==> src/rtl/count_sequencer_pkg.sv <==
// count_sequencer_pkg: shared constants and state encoding for the counter
// sequencer and the 4-bit loadable counter it drives.
//   COUNT_WIDTH  - counter data path width (also used by the counter)
//   REP_WIDTH    - width of the repeat-count field
//   seq_state_t  - sequencer FSM states
package count_sequencer_pkg;

    localparam int unsigned COUNT_WIDTH = 4;
    localparam int unsigned REP_WIDTH   = 4;

    typedef enum logic [1:0] {
        IDLE = 2'd0,
        LOAD = 2'd1,
        RUN  = 2'd2,
        DONE = 2'd3
    } seq_state_t;

endpackage

==> src/rtl/count_sequencer_if.sv <==
// count_sequencer_if: command and counter-control signals of the sequencer.
//   Command side : Start, Abort, Hold, Preset, Reps  (into sequencer)
//   Status side  : Busy, Done, Pass_idx              (out of sequencer)
//   Counter side : Load, Count, Data_out (out), C_out (in)
// modport slave is the sequencer; modport master is whoever drives it.
interface count_sequencer_if
    import count_sequencer_pkg::*;
    #(
        parameter int unsigned WIDTH = COUNT_WIDTH,
        parameter int unsigned REP_W = REP_WIDTH
    ) ();

    logic             Start;
    logic             Abort;
    logic             Hold;
    logic [WIDTH-1:0] Preset;
    logic [REP_W-1:0] Reps;
    logic             C_out;
    logic             Load;
    logic             Count;
    logic [WIDTH-1:0] Data_out;
    logic             Busy;
    logic             Done;
    logic [REP_W-1:0] Pass_idx;

    modport master (
        output Start, Abort, Hold, Preset, Reps, C_out,
        input  Load, Count, Data_out, Busy, Done, Pass_idx
    );

    modport slave (
        input  Start, Abort, Hold, Preset, Reps, C_out,
        output Load, Count, Data_out, Busy, Done, Pass_idx
    );

endinterface

==> src/rtl/count_sequencer.sv <==
// count_sequencer: runs the loadable counter from a latched preset up to
// terminal count, Reps+1 times, then pulses Done.
//   CLK   - rising-edge clock shared with the counter
//   Reset - asynchronous active-high reset
//   bus   - count_sequencer_if.slave: command inputs, counter Load/Count/
//           Data_out outputs, counter C_out input, Busy/Done/Pass_idx status
module count_sequencer
    import count_sequencer_pkg::*;
    #(
        parameter int unsigned WIDTH = COUNT_WIDTH,
        parameter int unsigned REP_W = REP_WIDTH
    ) (
        input logic              CLK,
        input logic              Reset,
        count_sequencer_if.slave bus
    );

    seq_state_t       state;
    seq_state_t       state_nxt;
    logic [WIDTH-1:0] data_q;
    logic [REP_W-1:0] rep_left;
    logic [REP_W-1:0] pass_q;
    logic             accept;
    logic             pass_end;

    assign accept   = (state == IDLE) && bus.Start && !bus.Abort;
    // Terminal count is ignored while holding so a pass can never end then.
    assign pass_end = (state == RUN) && bus.C_out && !bus.Hold && !bus.Abort;

    always_ff @(posedge CLK or posedge Reset) begin
        if (Reset) begin
            state <= IDLE;
        end else begin
            state <= state_nxt;
        end
    end

    always_comb begin
        state_nxt = state;
        if (bus.Abort) begin
            state_nxt = IDLE;
        end else begin
            case (state)
                IDLE: if (bus.Start) state_nxt = LOAD;
                LOAD: state_nxt = RUN;
                RUN: begin
                    if (pass_end) begin
                        state_nxt = (rep_left == '0) ? DONE : LOAD;
                    end
                end
                DONE: state_nxt = IDLE;
                default: state_nxt = IDLE;
            endcase
        end
    end

    // Preset/Reps are only captured on an accepted Start; Abort leaves them.
    always_ff @(posedge CLK or posedge Reset) begin
        if (Reset) begin
            data_q   <= '0;
            rep_left <= '0;
            pass_q   <= '0;
        end else if (accept) begin
            data_q   <= bus.Preset;
            rep_left <= bus.Reps;
            pass_q   <= '0;
        end else if (pass_end && (rep_left != '0)) begin
            rep_left <= rep_left - REP_W'(1);
            pass_q   <= pass_q + REP_W'(1);
        end
    end

    // Count follows Hold in the same cycle so the counter freezes immediately.
    always_comb begin
        bus.Load  = 1'b0;
        bus.Count = 1'b0;
        bus.Busy  = 1'b0;
        bus.Done  = 1'b0;
        case (state)
            IDLE: ;
            LOAD: begin
                bus.Load = 1'b1;
                bus.Busy = 1'b1;
            end
            RUN: begin
                bus.Count = !bus.Hold;
                bus.Busy  = 1'b1;
            end
            DONE: begin
                bus.Done = 1'b1;
                bus.Busy = 1'b1;
            end
            default: ;
        endcase
    end

    assign bus.Data_out = data_q;
    assign bus.Pass_idx = pass_q;

endmodule

==> src/flat_wrapper.sv <==
// flat-port wrapper written by rule: the top's interface ports become plain ports
module count_sequencer_flat import count_sequencer_pkg::*;
#(
        parameter int unsigned WIDTH = COUNT_WIDTH,
        parameter int unsigned REP_W = REP_WIDTH
    )
  (CLK, Reset, bus_Start, bus_Abort, bus_Hold, bus_Preset, bus_Reps, bus_C_out, bus_Load, bus_Count, bus_Data_out, bus_Busy, bus_Done, bus_Pass_idx);
  count_sequencer_if #(.WIDTH(WIDTH), .REP_W(REP_W)) bus_i ();
  input logic CLK;
  input logic Reset;
  input wire logic [$bits(bus_i.Start)-1:0] bus_Start;
  input wire logic [$bits(bus_i.Abort)-1:0] bus_Abort;
  input wire logic [$bits(bus_i.Hold)-1:0] bus_Hold;
  input wire logic [$bits(bus_i.Preset)-1:0] bus_Preset;
  input wire logic [$bits(bus_i.Reps)-1:0] bus_Reps;
  input wire logic [$bits(bus_i.C_out)-1:0] bus_C_out;
  output wire logic [$bits(bus_i.Load)-1:0] bus_Load;
  output wire logic [$bits(bus_i.Count)-1:0] bus_Count;
  output wire logic [$bits(bus_i.Data_out)-1:0] bus_Data_out;
  output wire logic [$bits(bus_i.Busy)-1:0] bus_Busy;
  output wire logic [$bits(bus_i.Done)-1:0] bus_Done;
  output wire logic [$bits(bus_i.Pass_idx)-1:0] bus_Pass_idx;
  assign bus_i.Start = bus_Start;
  assign bus_i.Abort = bus_Abort;
  assign bus_i.Hold = bus_Hold;
  assign bus_i.Preset = bus_Preset;
  assign bus_i.Reps = bus_Reps;
  assign bus_i.C_out = bus_C_out;
  assign bus_Load = bus_i.Load;
  assign bus_Count = bus_i.Count;
  assign bus_Data_out = bus_i.Data_out;
  assign bus_Busy = bus_i.Busy;
  assign bus_Done = bus_i.Done;
  assign bus_Pass_idx = bus_i.Pass_idx;
  count_sequencer #(.WIDTH(WIDTH), .REP_W(REP_W)) u_core (.CLK(CLK), .Reset(Reset), .bus(bus_i));
endmodule
==> config.mk <==
export PLATFORM = sky130hd
export DESIGN_NAME = count_sequencer_flat
export DESIGN_NICKNAME = d
export VERILOG_FILES = /design/src/rtl/count_sequencer_pkg.sv /design/src/rtl/count_sequencer_if.sv /design/src/rtl/count_sequencer.sv /design/src/flat_wrapper.sv
export SDC_FILE = /design/constraint.sdc
export NUM_CORES = 1
export LEC_CHECK = 0
export BUFFER_PORTS_ARGS = -buffer_cell sky130_fd_sc_hd__buf_2
export CAP_MARGIN = 15
export CORE_MARGIN = 1
export CORE_UTILIZATION = 25
export DETAILED_ROUTE_END_ITERATION = 16
export GPL_TIMING_DRIVEN = 0
export MAX_ROUTING_LAYER = met4
export PLACE_DENSITY = 0.48
export SLEW_MARGIN = 5
export SYNTH_ARGS = -nofsm -noshare
export SYNTH_HDL_FRONTEND = slang
export SYNTH_SLANG_ARGS = --single-unit
==> constraint.sdc <==
create_clock -name CLK -period 2.2 [get_ports CLK]
set_input_delay 0.44 -clock CLK [delete_from_list [all_inputs] [get_ports CLK]]
set_output_delay 0.44 -clock CLK [all_outputs]
set_load 0.05 [all_outputs]
# Word-level counts from Yosys, hierarchy flattened
# Cells that the tools add are included.
[op_classes] add_sub_neg=2 n_eq_ne=5 muxes=13 n_reduce_logical=14
[op_table] cell="2-to-1 mux 4 bit" n=4
[op_table] cell="2-to-1 mux 2 bit" n=4
[op_table] cell="one-hot mux 2 bit (4 select lines)" n=1
[op_table] cell="logical AND 1 bit" n=6
[op_table] cell="adder 4 x 1 -> 4 bit, second input constant" n=1
[op_table] cell="== test 2 bit, second input constant" n=2
[op_table] cell="logical NOT 4 bit" n=1
[op_table] cell="2-to-1 mux 1 bit" n=4
[op_table] cell="nonzero test 4 bit" n=1
[op_table] cell="subtractor 4 x 1 -> 4 bit, second input constant" n=1
[op_table] cell="inequality test 3 x 2 -> 1 bit, second input constant" n=1
[op_table] cell="inequality test 3 bit, second input constant" n=1
[op_table] cell="OR reduction 3 bit" n=1
[op_table] cell="== test 2 x 1 -> 1 bit, second input constant" n=1
[op_table] cell="logical NOT 1 bit" n=2
[op_table] cell="logical NOT 2 bit" n=1
[op_table] cell="AND reduction 2 bit" n=1
[op_table] cell="nonzero test 2 bit" n=1
[totals] register_bits=14 inputBits=14 output_inout_bits=12 word_cells=38

# Logic depth before layout (Yosys ltp)
# Gate-level depths: netlist (run 1).
[logic_depth] depth_word=7 ltp_mapped=6 mapped_depth_nobuf=6

# Worst setup path after synthesis (run 1)
# Ideal clock, no wire load.
[synth_path] path_type="reg2reg" from="reg u_core.state[0]" to="reg u_core.rep_left[3]" setup_time_ns=0.069 arrival_ns=1.603 t_required_ns=2.131 slack_ns=0.528 stages_incl_launch_ff=6 n_path_buf=0 synth_period_minus_slack_ns=1.672 cell_sequence="dfrtp_1 -> or3b_4 -> clkinv_2 -> nand3_2 -> or4_1 -> nand3_1"
[synth_between] elab_chain_cells=6 elab_cells_between_ends=10 classes_between="eq/ne: 1; mux: 1; reduce/logical: 8"
[synth_rtl] item="start: declaration" line="count_sequencer.sv:18" text="seq_state_t state;"
[synth_rtl] item="start signal: assignment" line="count_sequencer.sv:34" text="state <= state_nxt;"
[synth_rtl] item="== test 2 bit" line="count_sequencer.sv:28" text="assign pass_end = (state == RUN) && bus.C_out && !bus.Hold && !bus.Abort;"
[synth_rtl] item="logical AND 1 bit (3 in a row)" line="count_sequencer.sv:28"
[synth_rtl] item="logical AND 1 bit" line="count_sequencer.sv:67" text="end else if (pass_end && (rep_left != '0)) begin"
[synth_rtl] item="nonzero test 2 bit (no line)"
[synth_rtl] item="end signal: assignment" line="count_sequencer.sv:65" text="rep_left <= bus.Reps;"
[synth_rtl] item="end signal: assignment" line="count_sequencer.sv:68" text="rep_left <= rep_left - REP_W'(1);"
[synth_rtl] item="end: declaration" line="count_sequencer.sv:21" text="logic [REP_W-1:0] rep_left;"
# Several ways; a longest one is shown, not always the timed one.
# A chain may end at the register's enable or synchronous reset.

# Final worst setup path (run 1)
[layout_path] from="reg u_core.state[0]" to="out bus_Count"
[layout_between] elab_chain_cells=2
[layout_rtl] item="== test 2 bit" line="count_sequencer.sv:79" text="case (state)"
[layout_rtl] item="2-to-1 mux 1 bit" line="count_sequencer.sv:79"
[layout_rtl] item="end: declaration" line="flat_wrapper.sv:18" text="output wire logic [$bits(bus_i.Count)-1:0] bus_Count;"
# No other way between the ends.

==> results of run 1 <==
-- state kept, by name (all words and copies together), names as in the netlist --
name,flops
u_core.state,2
u_core.rep_left,4
u_core.bus.Data_out,4
u_core.bus.Pass_idx,4
-- how the worst max path moves through the flow --
stage,to,slack [ns],cells after the start,from
2_1_floorplan,u_core.rep_left[3]$_DFFE_PP0P_,0.53,5,u_core.state[0]$_DFFE_PP0P_
3_5_place_dp,u_core.rep_left[1]$_DFFE_PP0P_,0.34,5,bus_Hold
4_1_cts,bus_Count,0.18,3,u_core.state[0]$_DFFE_PP0P_
6_report,bus_Count,0.20,3,u_core.state[0]$_DFFE_PP0P_
3_3_place_gp,u_core.rep_left[1]$_DFFE_PP0P_,0.35,5,bus_Hold
5_1_grt,bus_Count,0.12,3,u_core.state[0]$_DFFE_PP0P_
-- worst max-delay path, delay by kind of cell (launching register included) --
family,cells,cell delay (ns)
flops,1,0.45
simple gates,1,0.47
buf+inv,2,0.35
-- per-layer routing --
metal  vias up  GRT usage  share of wire  routed length (µm)
li1        294          -              -                   -
met1       268      0.120           0.47                 658
met2        13      0.160           0.49                 681
met3         2     0.0161          0.030                  42
met4         0     0.0523          0.012                  17
met5         -          -              0                   0
-- synthesized netlist by cell type --
| master | count |
|---|---|
| mux2_1 | 1 |
| nand3_1 | 3 |
| nor3b_2 | 1 |
| or4_1 | 1 |
| ha_1 | 2 |
| o21ai_1 | 2 |
| mux2_2 | 4 |
| nor2b_1 | 1 |
| nor3_1 | 2 |
| nand3_2 | 1 |
| a211oi_1 | 2 |
| nand3b_1 | 2 |
| dfrtp_1 | 14 |
| nor2_1 | 3 |
| nor4b_2 | 1 |
| inv_1 | 5 |
| or3b_1 | 1 |
| a21oi_1 | 2 |
| or3b_4 | 1 |
| or2_2 | 1 |
| or2b_1 | 1 |
| mux2i_1 | 1 |
| clkinv_2 | 1 |
| nor2_2 | 1 |
| clkbuf_1 | 1 |
| nor4_1 | 1 |
| xnor2_1 | 4 |
| nor3_4 | 1 |
| and2_2 | 1 |
| nand2_1 | 4 |
| nand2b_1 | 2 |
| nor3_2 | 1 |
-- cell families (layout without fill, tap and decap cells) --
kind of cell / Yosys count / after routing
AO/OA/AOI/OAI: 6 / 6
XOR/XNOR: 4 / 4
adder cells (fa/ha/maj): 2 / 2
buffers and inverters: 7 / 36
flip-flops: 14 / 14
multiplexers: 6 / 6
AND/OR/NAND/NOR: 30 / 30
-- power by group --
| part | internal (mW) | leakage [nW] | switching, mW |
|---|---|---|---|
| Combinational | 0.0744 | 0.256 | 0.146 |
| Clock | 0.101 | 0.0210 | 0.0853 |
| Sequential | 0.294 | 0.178 | 0.0277 |
-- layout by cell type, fill, tap and decap left out --
master    synthesis  routed
or2_2             1       1
nor2_1            3       3
nor3_1            2       2
mux2_2            4       4
nor3_2            1       1
or3b_4            1       1
nor3_4            1       1
o21ai_1           2       2
nand2_1           4       4
clkbuf_4          0       3
nor3b_2           1       1
clkinv_2          1       1
nor2b_1           1       1
nor4_1            1       1
ha_1              2       2
or4_1             1       1
clkbuf_8          0       1
nand3b_1          2       2
nand3_1           3       3
or2b_1            1       1
a211oi_1          2       2
mux2i_1           1       1
clkbuf_1          1       1
and2_2            1       1
inv_1             5       5
nor2_2            1       1
a21oi_1           2       2
buf_2             0      25
or3b_1            1       1
nand2b_1          2       2
dfrtp_1          14      14
nor4b_2           1       1
xnor2_1           4       4
nand3_2           1       1
mux2_1            1       1
-- layout make-up --
cell class,count,area (µm²)
clock buffers,4,36.3
fillers,305,1860
inverters,6,23.8
plain buffers,1,3.75
well taps,31,38.8
multi-input cells,48,372
repair buffers,25,125
flip-flops and latches,14,350
-- metrics by stage --
step	setup slack (ns)	hold slack, ns	area [µm²]	std cells
floorplan	0.528	0.329	749	69
global placement	0.353	0.487	913	125
detailed placement	0.343	0.495	913	125
CTS	0.182	0.196	950	129
global route	0.124	0.243	950	129
finish	0.203	0.178	950	129
==> results.yml, run 1 <==
sta:
  setup-tns-final_ns: 0
  period_minus_slack_ns: 2.00
  rsz0062_at_grt: "no"
  timing.fmax_mhz: 501
  min_period_over_period: 0.908
  finalSetupViolations: 0
  maxSlewHeadroom: 0.652
  fin_worst_skew_ns: 0.00558
  hold_violations: 0
  slew_viol_final: 0
  worst_slew_pin_slew_ns: 0.522
drt:
  drt_iter0_drc: 17
  detail_route.wl_per_cell_um: 10.8
  final_antenna_net_count: 0
  drt-total-wl_um: 1400
  vias_per_cell: 4.47
  detail_route.first_pass.iterations: 10
  total_via_count_after_detailed_routing: 577
  drt_drc_violations_left: 4
power:
  leakagePower_nw: 0.455
  vdd.ir_drop.worst_mv: 0.196
  power_density_nw_per_um2: 766
  total_power_mw: 0.728
logic_synthesis:
  postSynthAreaPerCell_um2: 10.9
  synth.yosys.warnings: 0
  share_of_the_synthesized_area_in_compound_gates_ao_oa_aoi_oai: 0.0467
  synth_fa_ha_area_frac: 0.0334
  postSynthRegisterBits: 14
  yosys.area_share.simple: 0.280
  synth.mux.area_fraction: 0.0885
  synth_xor_xnor_area_share: 0.0467
  synth_top_family_by_area: "simple AND/OR/NAND/NOR gates"
  synthesized_area_um2: 749
  yosysSeqAreaShare: 0.467
  yosys-top-cells-area: "dfrtp_1 (47%), mux2_2 (6.0%), xnor2_1 (4.7%)"
  yosysUniqueCellTypes: 32
  syn-num-nets: 85
  yosysTopAreaCell: "dfrtp_1"
  synth_cells: 69
  synth_top_cell_area_share: 0.467
global_route:
  global_route_wire_length_before_repair_um: 2400
  grt_util_all_layers: 0.0995
  first_global_vias: 573
  antenna_found_initial: 0
  grt_start_max_net_pins: 15
  grt_overflow: 0
cells_and_area:
  final_core_utilization: 0.339
  n_antenna_cell: 0
  flow.area_growth_from_synthesis_pct: 26.7
  num-nets-final: 115
  final_layout_size_suffix_gt1_frac: 0.439
critical_path:
  rrSetupSlack_ns: 0.41
  cp_slowest_stage_delay_ns: 0.47
  beginning_of_the_worst_register_to_register_path: "u_core.state[0]$_DFFE_PP0P_"
  setup.worst_path.start_class: "flop"
  crit_path_max_fanout: 7
  cp_slowest_cell: "or3b_4"
  critPathCaptureType: "output port"
  required_ns: 1.76
  timing.critical_path.arrival_ns: 1.56
  crit_path_cell_trace: "or3b_4, clkinv_2, buf_2"
  criticalPathCategory: "reg -> out"
  rr_endpoint: "u_core.rep_left[1]$_DFFE_PP0P_"
  worst-r2r-cell-count: 4
clock_tree:
  cts_inserted_buffers: 3
  maximum_count_of_clock_buffers_along_a_single_path: 2
  postCtsSetupBuffers: 0
  cts-resized-gates: 0
  clock-root-buffer: "clkbuf_4"
  cts.reportedPaths.clkPinSlew_ns: 0.09
  ctsHoldBuffers: 0
  cts_htree_levels: 1
  clock-sinks: 14
  clkLatencyLatePin_ns: 0.28
  clock_tree_from_tritoncts: "done"
placed_design:
  gp_congestion: 0.756
  dp_hpwl_um: 1070
  buffer_ports.inserted: 25
die:
  start_util: 0.267
  num_rows: 19
  fp.dieArea_um2: 3220
  io_pins: 26
  die_width_um: 56.8
  overall_die_height_um: 56.8
  core-area_um2: 2810
outcome:
  violations_in_the_final_reports: "design-rule violations"
  run_status: "finished, violations left"
worst_hold_path:
  hold_path_class: "in -> async"
run:
  cap_violations: 0
Note: power is estimated with default switching activity, not from simulation.
==> run 2, diff against run 1 <==
--- a/config.mk
+++ b/config.mk
@@ -13,6 +13,7 @@
 export GPL_TIMING_DRIVEN = 0
 export MAX_ROUTING_LAYER = met4
 export PLACE_DENSITY = 0.48
+export RECOVER_POWER = 100
 export SLEW_MARGIN = 5
 export SYNTH_ARGS = -nofsm -noshare
 export SYNTH_HDL_FRONTEND = slang
==> results.yml, run 2 (synthesis gave the netlist of run 1 again) <==
die:
  io_pins: 26
  overall_die_height_um: 56.8
  fp.dieArea_um2: 3220
  die_width_um: 56.8
  start_util: 0.267
  core-area_um2: 2810
  num_rows: 19
drt:
  total_via_count_after_detailed_routing: 582
  drt_drc_violations_left: 4
  vias_per_cell: 4.51
  drt_iter0_drc: 17
  drt-total-wl_um: 1400
  detail_route.first_pass.iterations: 10
  final_antenna_net_count: 0
  detail_route.wl_per_cell_um: 10.8
sta:
  postLayoutSetupSlackWorst_ns: 0.192
  setup-tns-final_ns: 0
  min_period_over_period: 0.913
  timing.fmax_mhz: 498
  rsz0062_at_grt: "no"
  finalSetupViolations: 0
  worst_slew_pin_slew_ns: 0.614
  period_minus_slack_ns: 2.01
  fin_worst_skew_ns: 0.00482
  hold_violations: 0
  slew_viol_final: 0
  maxSlewHeadroom: 0.590
clock_tree:
  clock-sinks: 14
  clkLatencyLatePin_ns: 0.28
  cts-resized-gates: 0
  ctsHoldBuffers: 0
  maximum_count_of_clock_buffers_along_a_single_path: 2
  cts_htree_levels: 1
  cts_inserted_buffers: 3
  postCtsSetupBuffers: 0
  clock_tree_from_tritoncts: "done"
  clock-root-buffer: "clkbuf_4"
  cts.reportedPaths.clkPinSlew_ns: 0.09
cells_and_area:
  n_antenna_cell: 0
  final_layout_size_suffix_gt1_frac: 0.316
  num-nets-final: 115
  layout_common_cells: "dfrtp_1 (14), buf_2 (13), clkbuf_1 (12)"
  flow.area_growth_from_synthesis_pct: 24.2
  final_common_cell: "dfrtp_1"
critical_path:
  critPathCaptureType: "output port"
  cp_slowest_stage_delay_ns: 0.47
  cpLargestDelayFamily: "simple AND/OR/NAND/NOR gates"
  criticalPathCategory: "reg -> out"
  cp_num_buf_inv: 2
  crit_path_cell_trace: "or3b_4, clkinv_2, clkbuf_2"
  crit_path_max_fanout: 7
  cp_slowest_cell: "or3b_4"
  setup.worst_path.start_class: "flop"
  timing.critical_path.arrival_ns: 1.57
  required_ns: 1.76
placed_design:
  buffer_ports.inserted: 25
  dp_hpwl_um: 1070
  dp_worst_setup_slack_ns: 0.343
  gp_congestion: 0.756
global_route:
  antenna_found_initial: 0
  global_route_wire_length_before_repair_um: 2400
  first_global_vias: 573
  grt_overflow: 0
  grt_start_max_net_pins: 15
  grt_util_all_layers: 0.0995
outcome:
  run_status: "finished, violations left"
  violations_in_the_final_reports: "design-rule violations"
power:
  power_density_nw_per_um2: 770
  vdd.ir_drop.worst_mv: 0.195
  leakagePower_nw: 0.412
worst_hold_path:
  hold_path_class: "in -> async"
run:
  cap_violations: 0
[run 2: cell count changes in the layout (fill, tap and decap cells not counted), sizes merged]
| cell | before | now |
|---|---|---|
| buf | 25 | 13 |
| clkbuf | 5 | 17 |
[run 2: per-layer routing]
layer | global-route usage | vias up | part of all wire
li1 | - | 293 | -
met1 | 0.120 | 272 | 0.46
met4 | 0.0523 | 0 | 0.012
met2 | 0.160 | 15 | 0.49
met5 | - | - | 0
met3 | 0.0161 | 2 | 0.033
[run 2: area by class of cell]
class	count	area, µm²
multi-input cells	48	367
clock buffers	4	36.3
repair buffers	25	111
flip-flops and latches	14	350
well taps	31	38.8
inverters	6	23.8
plain buffers	1	3.75
fillers	314	1870
[run 2: final timing paths]
| kind | startpoint | endpoint | slack (ns) | cells after the start |
|---|---|---|---|---|
| min in group CLK | bus_Reps[1] | u_core.rep_left[1]$_DFFE_PP0P_ | 0.36 | 3 |
| max | u_core.state[0]$_DFFE_PP0P_ | bus_Count | 0.19 | 3 |
| min | Reset | u_core.bus.Data_out[3]$_DFFE_PP0P_ | 0.18 | 2 |
| max in group asynchronous | Reset | u_core.bus.Pass_idx[2]$_DFFE_PP0P_ | 1.67 | 2 |
| min reg2reg | u_core.bus.Data_out[2]$_DFFE_PP0P_ | u_core.bus.Data_out[2]$_DFFE_PP0P_ | 0.51 | 1 |
| max reg2reg | u_core.rep_left[0]$_DFFE_PP0P_ | u_core.state[1]$_DFFE_PP0P_ | 0.29 | 6 |
[run 2: where the power goes]
part | internal (mW) | switching, mW
Clock | 0.101 | 0.0848
Combinational | 0.0659 | 0.145
Sequential | 0.294 | 0.0268
[run 2: through the flow]
stage	util	power (mW)	instance area (µm²)	hold slack (ns)	cells
final	0.332	0.717	931	0.179	129
after floorplan	-	0.493	749	0.329	69
after global routing	0.332	0.757	931	0.243	129
after CTS	0.339	0.738	950	0.196	129
after detailed placement	0.326	0.549	913	0.495	125
after global placement	0.326	0.546	913	0.487	125
==> run 3, diff against run 2 <==
--- a/config.mk
+++ b/config.mk
@@ -9,6 +9,7 @@
 export CAP_MARGIN = 15
 export CORE_MARGIN = 1
 export CORE_UTILIZATION = 25
+export CTS_BUF_LIST = sky130_fd_sc_hd__clkbuf_8
 export DETAILED_ROUTE_END_ITERATION = 16
 export GPL_TIMING_DRIVEN = 0
 export MAX_ROUTING_LAYER = met4
==> results.yml, run 3 (synthesis gave the netlist of run 1 again) <==
outcome:
  run_status: "finished, violations left"
  violations_in_the_final_reports: "design-rule violations"
global_route:
  grt_start_max_net_pins: 15
  global_route_wire_length_before_repair_um: 2450
  antenna_found_initial: 0
  grt_overflow: 0
  first_global_vias: 585
  grt_util_all_layers: 0.102
die:
  start_util: 0.267
  die_width_um: 56.8
  core-area_um2: 2810
  overall_die_height_um: 56.8
  io_pins: 26
  fp.dieArea_um2: 3220
  num_rows: 19
power:
  power_density_nw_per_um2: 829
  vdd.ir_drop.worst_mv: 0.213
  total_power_mw: 0.788
  leakagePower_nw: 0.419
sta:
  setup-tns-final_ns: 0
  maxSlewHeadroom: 0.582
  hold_violations: 0
  fin_worst_hold_slack_ns: 0.221
  fin_worst_skew_ns: 0.00227
  min_period_over_period: 0.894
  finalSetupViolations: 0
  timing.fmax_mhz: 508
  period_minus_slack_ns: 1.97
  slew_viol_final: 0
  worst_slew_pin_slew_ns: 0.625
  rsz0062_at_grt: "no"
clock_tree:
  clock-root-buffer: "clkbuf_8"
  cts.reportedPaths.clkPinSlew_ns: 0.06
  clkLatencyLatePin_ns: 0.25
  cts_htree_levels: 1
  cts-resized-gates: 0
  ctsHoldBuffers: 0
  postCtsSetupBuffers: 0
  cts_inserted_buffers: 3
  clock-sinks: 14
  clock_tree_from_tritoncts: "done"
  maximum_count_of_clock_buffers_along_a_single_path: 2
drt:
  drt-total-wl_um: 1440
  wl_met2_um: 675
  final_antenna_net_count: 0
  drt_drc_violations_left: 4
  vias_per_cell: 4.53
  drt_iter0_drc: 19
  detail_route.first_pass.iterations: 10
  total_via_count_after_detailed_routing: 584
  dr_wl_met3_um: 52
  top_routing_layer_in_use: "met4"
  detail_route.wl_per_cell_um: 11.1
  detail_route.wirelength.met1_um: 664
cells_and_area:
  layout_common_cells: "dfrtp_1 (14), buf_2 (13), clkbuf_1 (12)"
  n_antenna_cell: 0
  finalInstanceArea_um2: 950
  flow.area_growth_from_synthesis_pct: 26.7
  num-nets-final: 115
  final_common_cell: "dfrtp_1"
  fill_cells: 316
  final_layout_size_suffix_gt1_frac: 0.316
run:
  cap_violations: 0
placed_design:
  buffer_ports.inserted: 25
  gp_congestion: 0.756
  dpl-instance-area_um2: 913
  dp_hpwl_um: 1070
critical_path:
  critPathCaptureType: "output port"
  setup.worst_path.start_class: "flop"
  criticalPathCategory: "reg -> out"
  crit_path_max_fanout: 7
  required_ns: 1.76
  timing.critical_path.arrival_ns: 1.53
worst_hold_path:
  hold_path_class: "in -> async"
## run 3: through the flow
stage,instances,util,worst slack [ns]
finish,129,0.339,0.232
global route,129,0.339,0.150
CTS,129,0.345,0.232
detailed placement,125,0.326,0.343
global placement,125,0.326,0.353
floorplan,69,-,0.528
## run 3: worst paths after layout
check / slack, ns / endpoint / cells past startpoint / startpoint
min: 0.22 / u_core.bus.Data_out[3]$_DFFE_PP0P_ / 2 / Reset
min in group CLK: 0.39 / u_core.rep_left[1]$_DFFE_PP0P_ / 3 / bus_Reps[1]
max in group asynchronous: 1.63 / u_core.bus.Pass_idx[0]$_DFFE_PP0P_ / 2 / Reset
max: 0.23 / bus_Count / 3 / u_core.state[0]$_DFFE_PP0P_
max reg2reg: 0.26 / u_core.state[1]$_DFFE_PP0P_ / 6 / u_core.rep_left[0]$_DFFE_PP0P_
min reg2reg: 0.51 / u_core.bus.Data_out[2]$_DFFE_PP0P_ / 1 / u_core.bus.Data_out[2]$_DFFE_PP0P_
## run 3: power by group
part / total, mW / internal (mW) / leakage (nW) / switching (mW)
registers: 0.321 / 0.295 / 0.178 / 0.0269
logic: 0.212 / 0.0661 / 0.213 / 0.146
clock network: 0.254 / 0.159 / 0.0288 / 0.0953
total: 0.788 / 0.519 / 0.419 / 0.268
## run 3: critical path, stage by stage (launching register included)
cell      delay (ns)
dfrtp_1         0.44
or3b_4          0.47
clkinv_2        0.09
clkbuf_2        0.28
## run 3: routing by layer
metal  vias up  track usage
li1        292            -
met1       271        0.123
met2        16        0.160
met3         5       0.0161
met4         0       0.0627
met5         -            -
## run 3: layout make-up
class,instances,area [µm²],share of cell area
buffer,1,3.75,0.00395
sequential,14,350,0.369
tap,31,38.8,0.0408
inverter,6,23.8,0.0250
clock buffer,4,55.1,0.0580
timing repair buffer,25,111,0.117
multi-input combinational,48,367,0.386
